**config.mk**
```make
export PLATFORM = sky130hd
export DESIGN_NAME = pipe_stall_ctrl_flat
export DESIGN_NICKNAME = d
export VERILOG_FILES = /design/src/rtl/pipe_pkg.sv /design/src/rtl/pipe_stall_ctrl_if.sv /design/src/rtl/pipe_stall_ctrl_hazard_detect.sv /design/src/rtl/pipe_stall_ctrl.sv /design/src/flat_wrapper.sv
export SDC_FILE = /design/constraint.sdc
export NUM_CORES = 1
export LEC_CHECK = 0
export BUFFER_PORTS_ARGS = -buffer_cell sky130_fd_sc_hd__buf_4
export CAP_MARGIN = 20
export CORE_UTILIZATION = 50
export DETAILED_ROUTE_END_ITERATION = 6
export GPL_TIMING_DRIVEN = 0
export MAX_ROUTING_LAYER = met4
export PLACE_DENSITY = 0.79
export REMOVE_ABC_BUFFERS = 1
export SYNTH_ARGS = -nofsm -noshare
export SYNTH_HDL_FRONTEND = slang
export SYNTH_SLANG_ARGS = --single-unit
```
**constraint.sdc**
```tcl
create_clock -name clk -period 4.45 [get_ports clk]
set_input_delay 0.89 -clock clk [delete_from_list [all_inputs] [get_ports clk]]
set_output_delay 0.89 -clock clk [all_outputs]
set_load 0.05 [all_outputs]
```
**src/rtl/pipe_pkg.sv**
```systemverilog
// Shared types and constants for the pipeline stall controller.
// Optional feature macro: FORWARD_EN (see hazard_detect).
package pipe_pkg;

   // Memory wait-state FSM states
   typedef enum logic {
      MS_IDLE = 1'b0,
      MS_BUSY = 1'b1
   } mem_state_e;

   localparam int REG_W = 5;
   localparam logic [REG_W-1:0] ZERO_REG = '0;

endpackage

```
**src/rtl/pipe_stall_ctrl_if.sv**
```systemverilog
// Pipeline-side signal bundle for the stall controller: hazard/memory
// status coming in, per-stage hold/flush strobes going out.
// Optional feature macro: FORWARD_EN (affects the controller, not this bundle).
interface pipe_stall_ctrl_if #(
   parameter int REG_W = pipe_pkg::REG_W
);
   logic [REG_W-1:0] id_src1;
   logic [REG_W-1:0] id_src2;
   logic             id_src2_valid;
   logic [REG_W-1:0] exe_dest;
   logic             exe_wb_en;
   logic             exe_mem_r_en;
   logic [REG_W-1:0] mem_dest;
   logic             mem_wb_en;
   logic             mem_r_en;
   logic             mem_w_en;
   logic             br_taken;

   logic             pc_hold;
   logic             if_id_hold;
   logic             id_exe_hold;
   logic             id_exe_flush;
   logic             if_id_flush;
   logic             exe_mem_hold;
   logic             mem_wb_flush;
   logic             mem_done;
   logic [31:0]      stall_cycles;

   // Pipeline datapath side
   modport master (
      output id_src1, id_src2, id_src2_valid, exe_dest, exe_wb_en, exe_mem_r_en,
             mem_dest, mem_wb_en, mem_r_en, mem_w_en, br_taken,
      input  pc_hold, if_id_hold, id_exe_hold, id_exe_flush, if_id_flush,
             exe_mem_hold, mem_wb_flush, mem_done, stall_cycles
   );

   // Stall controller side
   modport slave (
      input  id_src1, id_src2, id_src2_valid, exe_dest, exe_wb_en, exe_mem_r_en,
             mem_dest, mem_wb_en, mem_r_en, mem_w_en, br_taken,
      output pc_hold, if_id_hold, id_exe_hold, id_exe_flush, if_id_flush,
             exe_mem_hold, mem_wb_flush, mem_done, stall_cycles
   );
endinterface

```
**src/rtl/pipe_stall_ctrl_hazard_detect.sv**
```systemverilog
// Combinational data-hazard detection between ID and the EXE/MEM stages.
// Optional feature macro: FORWARD_EN. With forwarding only a load in EXE
// can stall ID; without it any pending write to a source register stalls.
module hazard_detect
   import pipe_pkg::*;
#(
   parameter int REG_W = pipe_pkg::REG_W
) (
   input  logic [REG_W-1:0] id_src1,
   input  logic [REG_W-1:0] id_src2,
   input  logic             id_src2_valid,
   input  logic [REG_W-1:0] exe_dest,
   input  logic             exe_wb_en,
   input  logic             exe_mem_r_en,
   input  logic [REG_W-1:0] mem_dest,
   input  logic             mem_wb_en,
   output logic             hazard
);
   logic exe_match;
   logic mem_match;
   logic lu;

   // Destination matches a register actually read by ID; register 0 never matches
   always_comb begin
      exe_match = (exe_dest != REG_W'(ZERO_REG)) &&
                  ((exe_dest == id_src1) || (id_src2_valid && (exe_dest == id_src2)));
      mem_match = (mem_dest != REG_W'(ZERO_REG)) &&
                  ((mem_dest == id_src1) || (id_src2_valid && (mem_dest == id_src2)));
      lu        = exe_mem_r_en && exe_wb_en && exe_match;
`ifdef FORWARD_EN
      // Forwarding covers everything except data still coming back from memory
      hazard    = lu || (1'b0 && mem_wb_en && mem_match);
`else
      // No forwarding: any in-flight write to a source register must drain
      hazard    = lu || (exe_wb_en && exe_match) || (mem_wb_en && mem_match);
`endif
   end

endmodule

```
**src/rtl/pipe_stall_ctrl.sv**
```systemverilog
// Central hazard/stall controller for the 5-stage pipeline: memory wait-state
// FSM, hold/flush priority mux and a saturating stall-cycle counter.
// Optional feature macro: FORWARD_EN (selects the hazard rule in hazard_detect).
module pipe_stall_ctrl
   import pipe_pkg::*;
#(
   parameter int MEM_WAIT = 4,
   parameter int REG_W    = pipe_pkg::REG_W
) (
   input  logic          clk,
   input  logic          rst,
   pipe_stall_ctrl_if.slave bus
);
   localparam int CNT_W = $clog2(MEM_WAIT) + 1;
   localparam logic [CNT_W-1:0] LAST_CNT = CNT_W'(MEM_WAIT - 1);

   mem_state_e       state_q;
   logic [CNT_W-1:0] cnt_q;
   logic [31:0]      stall_cycles_q;
   logic [31:0]      stall_cycles_d;
   logic             mem_op;
   logic             mem_stall;
   logic             mem_done_c;
   logic             hazard;
   logic             pc_hold_c;

   hazard_detect #(.REG_W(REG_W)) u_hazard (
      .id_src1       (bus.id_src1),
      .id_src2       (bus.id_src2),
      .id_src2_valid (bus.id_src2_valid),
      .exe_dest      (bus.exe_dest),
      .exe_wb_en     (bus.exe_wb_en),
      .exe_mem_r_en  (bus.exe_mem_r_en),
      .mem_dest      (bus.mem_dest),
      .mem_wb_en     (bus.mem_wb_en),
      .hazard        (hazard)
   );

   // Decode stall/done for the current access phase from FSM state
   always_comb begin
      mem_op     = bus.mem_r_en || bus.mem_w_en;
      mem_stall  = 1'b0;
      mem_done_c = 1'b0;
      case (state_q)
         MS_IDLE: begin
            if (mem_op) begin
               if (MEM_WAIT == 1) mem_done_c = 1'b1;
               else               mem_stall  = 1'b1;
            end
         end
         MS_BUSY: begin
            if (cnt_q < LAST_CNT) mem_stall  = 1'b1;
            else                  mem_done_c = 1'b1;
         end
         default: ;
      endcase
   end

   // Memory wait-state FSM: counts the cycles of one SRAM access
   always_ff @(posedge clk) begin
      if (rst) begin
         state_q <= MS_IDLE;
         cnt_q   <= '0;
      end else begin
         case (state_q)
            MS_IDLE: begin
               if (mem_op && (MEM_WAIT > 1)) begin
                  state_q <= MS_BUSY;
                  cnt_q   <= CNT_W'(1);
               end
            end
            MS_BUSY: begin
               if (cnt_q == LAST_CNT) begin
                  state_q <= MS_IDLE;
                  cnt_q   <= '0;
               end else begin
                  cnt_q   <= cnt_q + CNT_W'(1);
               end
            end
            default: begin
               state_q <= MS_IDLE;
               cnt_q   <= '0;
            end
         endcase
      end
   end

   // Priority mux: memory stall freezes everything, then branch squash, then hazard bubble
   always_comb begin
      pc_hold_c        = 1'b0;
      bus.if_id_hold   = 1'b0;
      bus.id_exe_hold  = 1'b0;
      bus.id_exe_flush = 1'b0;
      bus.if_id_flush  = 1'b0;
      bus.exe_mem_hold = 1'b0;
      bus.mem_wb_flush = 1'b0;
      bus.mem_done     = 1'b0;
      if (!rst) begin
         bus.mem_done = mem_done_c;
         if (mem_stall) begin
            pc_hold_c        = 1'b1;
            bus.if_id_hold   = 1'b1;
            bus.id_exe_hold  = 1'b1;
            bus.exe_mem_hold = 1'b1;
            bus.mem_wb_flush = 1'b1;
         end else if (bus.br_taken) begin
            bus.if_id_flush  = 1'b1;
            bus.id_exe_flush = 1'b1;
         end else if (hazard) begin
            pc_hold_c        = 1'b1;
            bus.if_id_hold   = 1'b1;
            bus.id_exe_flush = 1'b1;
         end
      end
      bus.pc_hold = pc_hold_c;
   end

   // Next value of the saturating stall counter
   always_comb begin
      stall_cycles_d = stall_cycles_q;
      if (pc_hold_c && (stall_cycles_q != 32'hFFFF_FFFF))
         stall_cycles_d = stall_cycles_q + 32'd1;
   end

   // Stall-cycle performance counter
   always_ff @(posedge clk) begin
      if (rst) stall_cycles_q <= '0;
      else     stall_cycles_q <= stall_cycles_d;
   end

   assign bus.stall_cycles = stall_cycles_q;

endmodule
```
**src/flat_wrapper.sv**
```systemverilog
// flat-port wrapper written by rule: the top's interface ports become plain ports
module pipe_stall_ctrl_flat import pipe_pkg::*;
#(
   parameter int MEM_WAIT = 4,
   parameter int REG_W    = pipe_pkg::REG_W
)
  (clk, rst, bus_id_src1, bus_id_src2, bus_id_src2_valid, bus_exe_dest, bus_exe_wb_en, bus_exe_mem_r_en, bus_mem_dest, bus_mem_wb_en, bus_mem_r_en, bus_mem_w_en, bus_br_taken, bus_pc_hold, bus_if_id_hold, bus_id_exe_hold, bus_id_exe_flush, bus_if_id_flush, bus_exe_mem_hold, bus_mem_wb_flush, bus_mem_done, bus_stall_cycles);
  pipe_stall_ctrl_if #(.REG_W(REG_W)) bus_i ();
  input  logic clk;
  input  logic rst;
  input wire logic [$bits(bus_i.id_src1)-1:0] bus_id_src1;
  input wire logic [$bits(bus_i.id_src2)-1:0] bus_id_src2;
  input wire logic [$bits(bus_i.id_src2_valid)-1:0] bus_id_src2_valid;
  input wire logic [$bits(bus_i.exe_dest)-1:0] bus_exe_dest;
  input wire logic [$bits(bus_i.exe_wb_en)-1:0] bus_exe_wb_en;
  input wire logic [$bits(bus_i.exe_mem_r_en)-1:0] bus_exe_mem_r_en;
  input wire logic [$bits(bus_i.mem_dest)-1:0] bus_mem_dest;
  input wire logic [$bits(bus_i.mem_wb_en)-1:0] bus_mem_wb_en;
  input wire logic [$bits(bus_i.mem_r_en)-1:0] bus_mem_r_en;
  input wire logic [$bits(bus_i.mem_w_en)-1:0] bus_mem_w_en;
  input wire logic [$bits(bus_i.br_taken)-1:0] bus_br_taken;
  output wire logic [$bits(bus_i.pc_hold)-1:0] bus_pc_hold;
  output wire logic [$bits(bus_i.if_id_hold)-1:0] bus_if_id_hold;
  output wire logic [$bits(bus_i.id_exe_hold)-1:0] bus_id_exe_hold;
  output wire logic [$bits(bus_i.id_exe_flush)-1:0] bus_id_exe_flush;
  output wire logic [$bits(bus_i.if_id_flush)-1:0] bus_if_id_flush;
  output wire logic [$bits(bus_i.exe_mem_hold)-1:0] bus_exe_mem_hold;
  output wire logic [$bits(bus_i.mem_wb_flush)-1:0] bus_mem_wb_flush;
  output wire logic [$bits(bus_i.mem_done)-1:0] bus_mem_done;
  output wire logic [$bits(bus_i.stall_cycles)-1:0] bus_stall_cycles;
  assign bus_i.id_src1 = bus_id_src1;
  assign bus_i.id_src2 = bus_id_src2;
  assign bus_i.id_src2_valid = bus_id_src2_valid;
  assign bus_i.exe_dest = bus_exe_dest;
  assign bus_i.exe_wb_en = bus_exe_wb_en;
  assign bus_i.exe_mem_r_en = bus_exe_mem_r_en;
  assign bus_i.mem_dest = bus_mem_dest;
  assign bus_i.mem_wb_en = bus_mem_wb_en;
  assign bus_i.mem_r_en = bus_mem_r_en;
  assign bus_i.mem_w_en = bus_mem_w_en;
  assign bus_i.br_taken = bus_br_taken;
  assign bus_pc_hold = bus_i.pc_hold;
  assign bus_if_id_hold = bus_i.if_id_hold;
  assign bus_id_exe_hold = bus_i.id_exe_hold;
  assign bus_id_exe_flush = bus_i.id_exe_flush;
  assign bus_if_id_flush = bus_i.if_id_flush;
  assign bus_exe_mem_hold = bus_i.exe_mem_hold;
  assign bus_mem_wb_flush = bus_i.mem_wb_flush;
  assign bus_mem_done = bus_i.mem_done;
  assign bus_stall_cycles = bus_i.stall_cycles;
  pipe_stall_ctrl #(.MEM_WAIT(MEM_WAIT), .REG_W(REG_W)) u_core (.clk(clk), .rst(rst), .bus(bus_i));
endmodule
```
==> flow_summary.ini <==
[synthesis]
synth_seq_cells = 36
syn_avg_cell_area_sq_um = 8.03
syn_area_sq_mm = 0.00210
synthTopCellsByCount = dfxtp_1 (36), a21oi_1 (29), or3_1 (25)
yosysTopAreaCellShare_pct = 34.4
synth_flop_cell = dfxtp_1
yosysWarnings = 0
syn_inst = 261
ys_seq_area_share_pct = 34.4
yosys-top-cells-area = dfxtp_1 (34%), xor2_1 (7.9%), or3_1 (7.5%)
synth.most_common_cell = dfxtp_1
synth_cell_type_count = 40
synth_edf_count = 0
ys_async_sr_fraction_pct = 0
synth_top_area_cell = dfxtp_1

[clock_network]
cts_hold_buf = 0
clk_pin_slew_ns = 0.07
cts_tree = built
cts_resized = 0
htree_levels = 2
root_buffer = clkbuf_8
post_cts_buffers = 0
clkSinkCount = 36
clk_latency_ns = 0.28
clk_path_buf_depth = 2
cts-buffers-inserted = 5

[timing]
max_freq_ghz = 0.315
relSlewSlack_pct = 49.8
worst_slew_pin_slew_ns = 0.750
setup_tns_ns = 0
slew_viol_final = 0
finalHoldViolCount = 0
holdWs_ns = 0.500
fin_ws_ns = 1.28
post-route-min-period_ns = 3.17
setup_viol = 0
rsz0062_at_grt = false
fin_skew_ns = 0.00698
period_share_pct = 71.3

[routing]
viasPerCell = 5.82
drtPass1Iterations = 4
wl_mm = 4.87
wl_per_cell_um = 13.2
drtIter0Drc = 170
drc = 0
ant_nets = 0
via_count = 2147

[min_path]
hp-class = flop to flop

[power]
power_density_mw_per_mm2 = 256
peakVddDrop_mv = 0.143
total_power_mw = 0.682
leakagePower_nw = 1.03

[floorplan]
pin_count = 69
fp.dieH_um = 66.8
dieArea_sq_mm = 0.00446
die_x_um = 66.8
initial_core_util_pct = 52.4
fp-row-count = 23
core_sq_mm = 0.00400

[place]
placedCellCount = 360
hpwl_mm = 3.53
place_ws_ns = 1.08
placed_area_sq_mm = 0.00255
gp_congestion = 0.789
port-buffer-count = 67

[grt]
grt_pass1_wl_mm = 7.96
grt_start_max_net_pins = 62
antenna_found_initial = 0
grt_pass1_vias = 1856
gr-total-overflow = 0
track_usage_pct = 23.6

[critical_path]
worstSetupPathType = input port to output pin
cp.arrival_ns = 2.28
reg2reg_setup_slack_ns = 1.78
end_kind = output pin
critPathMaxFanout = 3
crit_required_ns = 3.56
start_kind = input port

[final_layout]
antenna_cells = 0
final_core_util_pct = 66.7
syn_to_final_growth_pct = 27.2
final-seq-area_sq_um = 721
final_design_area_no_fill_sq_mm = 0.00267
final_net_count = 349
stdcell_count = 369
multi_input_area_sq_mm = 0.00124
drive_above_1_share_pct = 24.1
fillers = 367

[outcome]
outcome = completed

[job]
maxCapViolCount = 0
-- registers in the layout, summed over array words and instances, names as in the netlist --
register / cells
u_core.bus.stall_cycles: 32
u_core.cnt_q: 3
u_core.state_q: 1
-- metal layers --
metal,wire [um],GRT usage (%)
met2,2370,42.0
met4,44,6.38
met1,2180,26.9
met5,0,-
met3,271,4.11
-- where the power goes --
part / switching [mW] / total, mW / internal (mW)
combinational: 0.0676 / 0.113 / 0.0454
clock: 0.111 / 0.237 / 0.126
sequential: 0.00580 / 0.332 / 0.327
total: 0.184 / 0.682 / 0.498
-- path summary, 6_finish.rpt --
path,depth (start not counted),end,from
setup / recovery,8,bus_pc_hold,bus_mem_dest[1]
hold / removal,2,u_core.bus.stall_cycles[15],u_core.bus.stall_cycles[15]
setup reg to reg,8,u_core.bus.stall_cycles[16],u_core.bus.stall_cycles[3]
hold reg to reg,2,u_core.bus.stall_cycles[15],u_core.bus.stall_cycles[15]
-- area by class of cell --
| class | count | share of cell area [%] |
|---|---|---|
| clock buffers | 8 | 3.38 |
| repair buffers | 68 | 19.9 |
| multi-input cells | 200 | 46.4 |
| inverters | 7 | 0.985 |
| flip-flops and latches | 36 | 27.0 |
| well taps | 50 | 2.35 |
-- critical path, cell delays in order --
cell and delay (ns):
buf_4 0.12, or4_1 0.51, o21ai_1 0.17, or3_1 0.14
o22ai_2 0.10, nor2_1 0.11, inv_1 0.06, buf_4 0.18
-- cells by family after synthesis --
| group | share of synthesized area (%) |
|---|---|
| flops | 34.4 |
| simple gates | 28.0 |
| mux | 0.955 |
| buf+inv | 6.62 |
| compound gates | 20.0 |
| fa+ha+maj | 1.19 |
| xor+xnor | 8.77 |
-- cells in the final DEF, fill, tap and decap left out, types with 2 or more instances in the layout --
master	count
buf_4	67
dfxtp_1	36
a21oi_1	29
or3_1	25
xor2_1	19
o21ai_1	14
nand3_1	14
nor2_1	13
nand4_1	12
o21ai_0	12
nand2_1	10
and3_1	8
or4_1	8
inv_1	7
clkbuf_8	6
o31ai_1	5
nor3_1	4
nor4_1	2
xnor2_1	2
a32oi_1	2
and2_1	2
and4_1	2
mux2i_1	2
ha_1	2
clkbuf_1	2
Note: power is estimated with default switching activity, not from simulation.
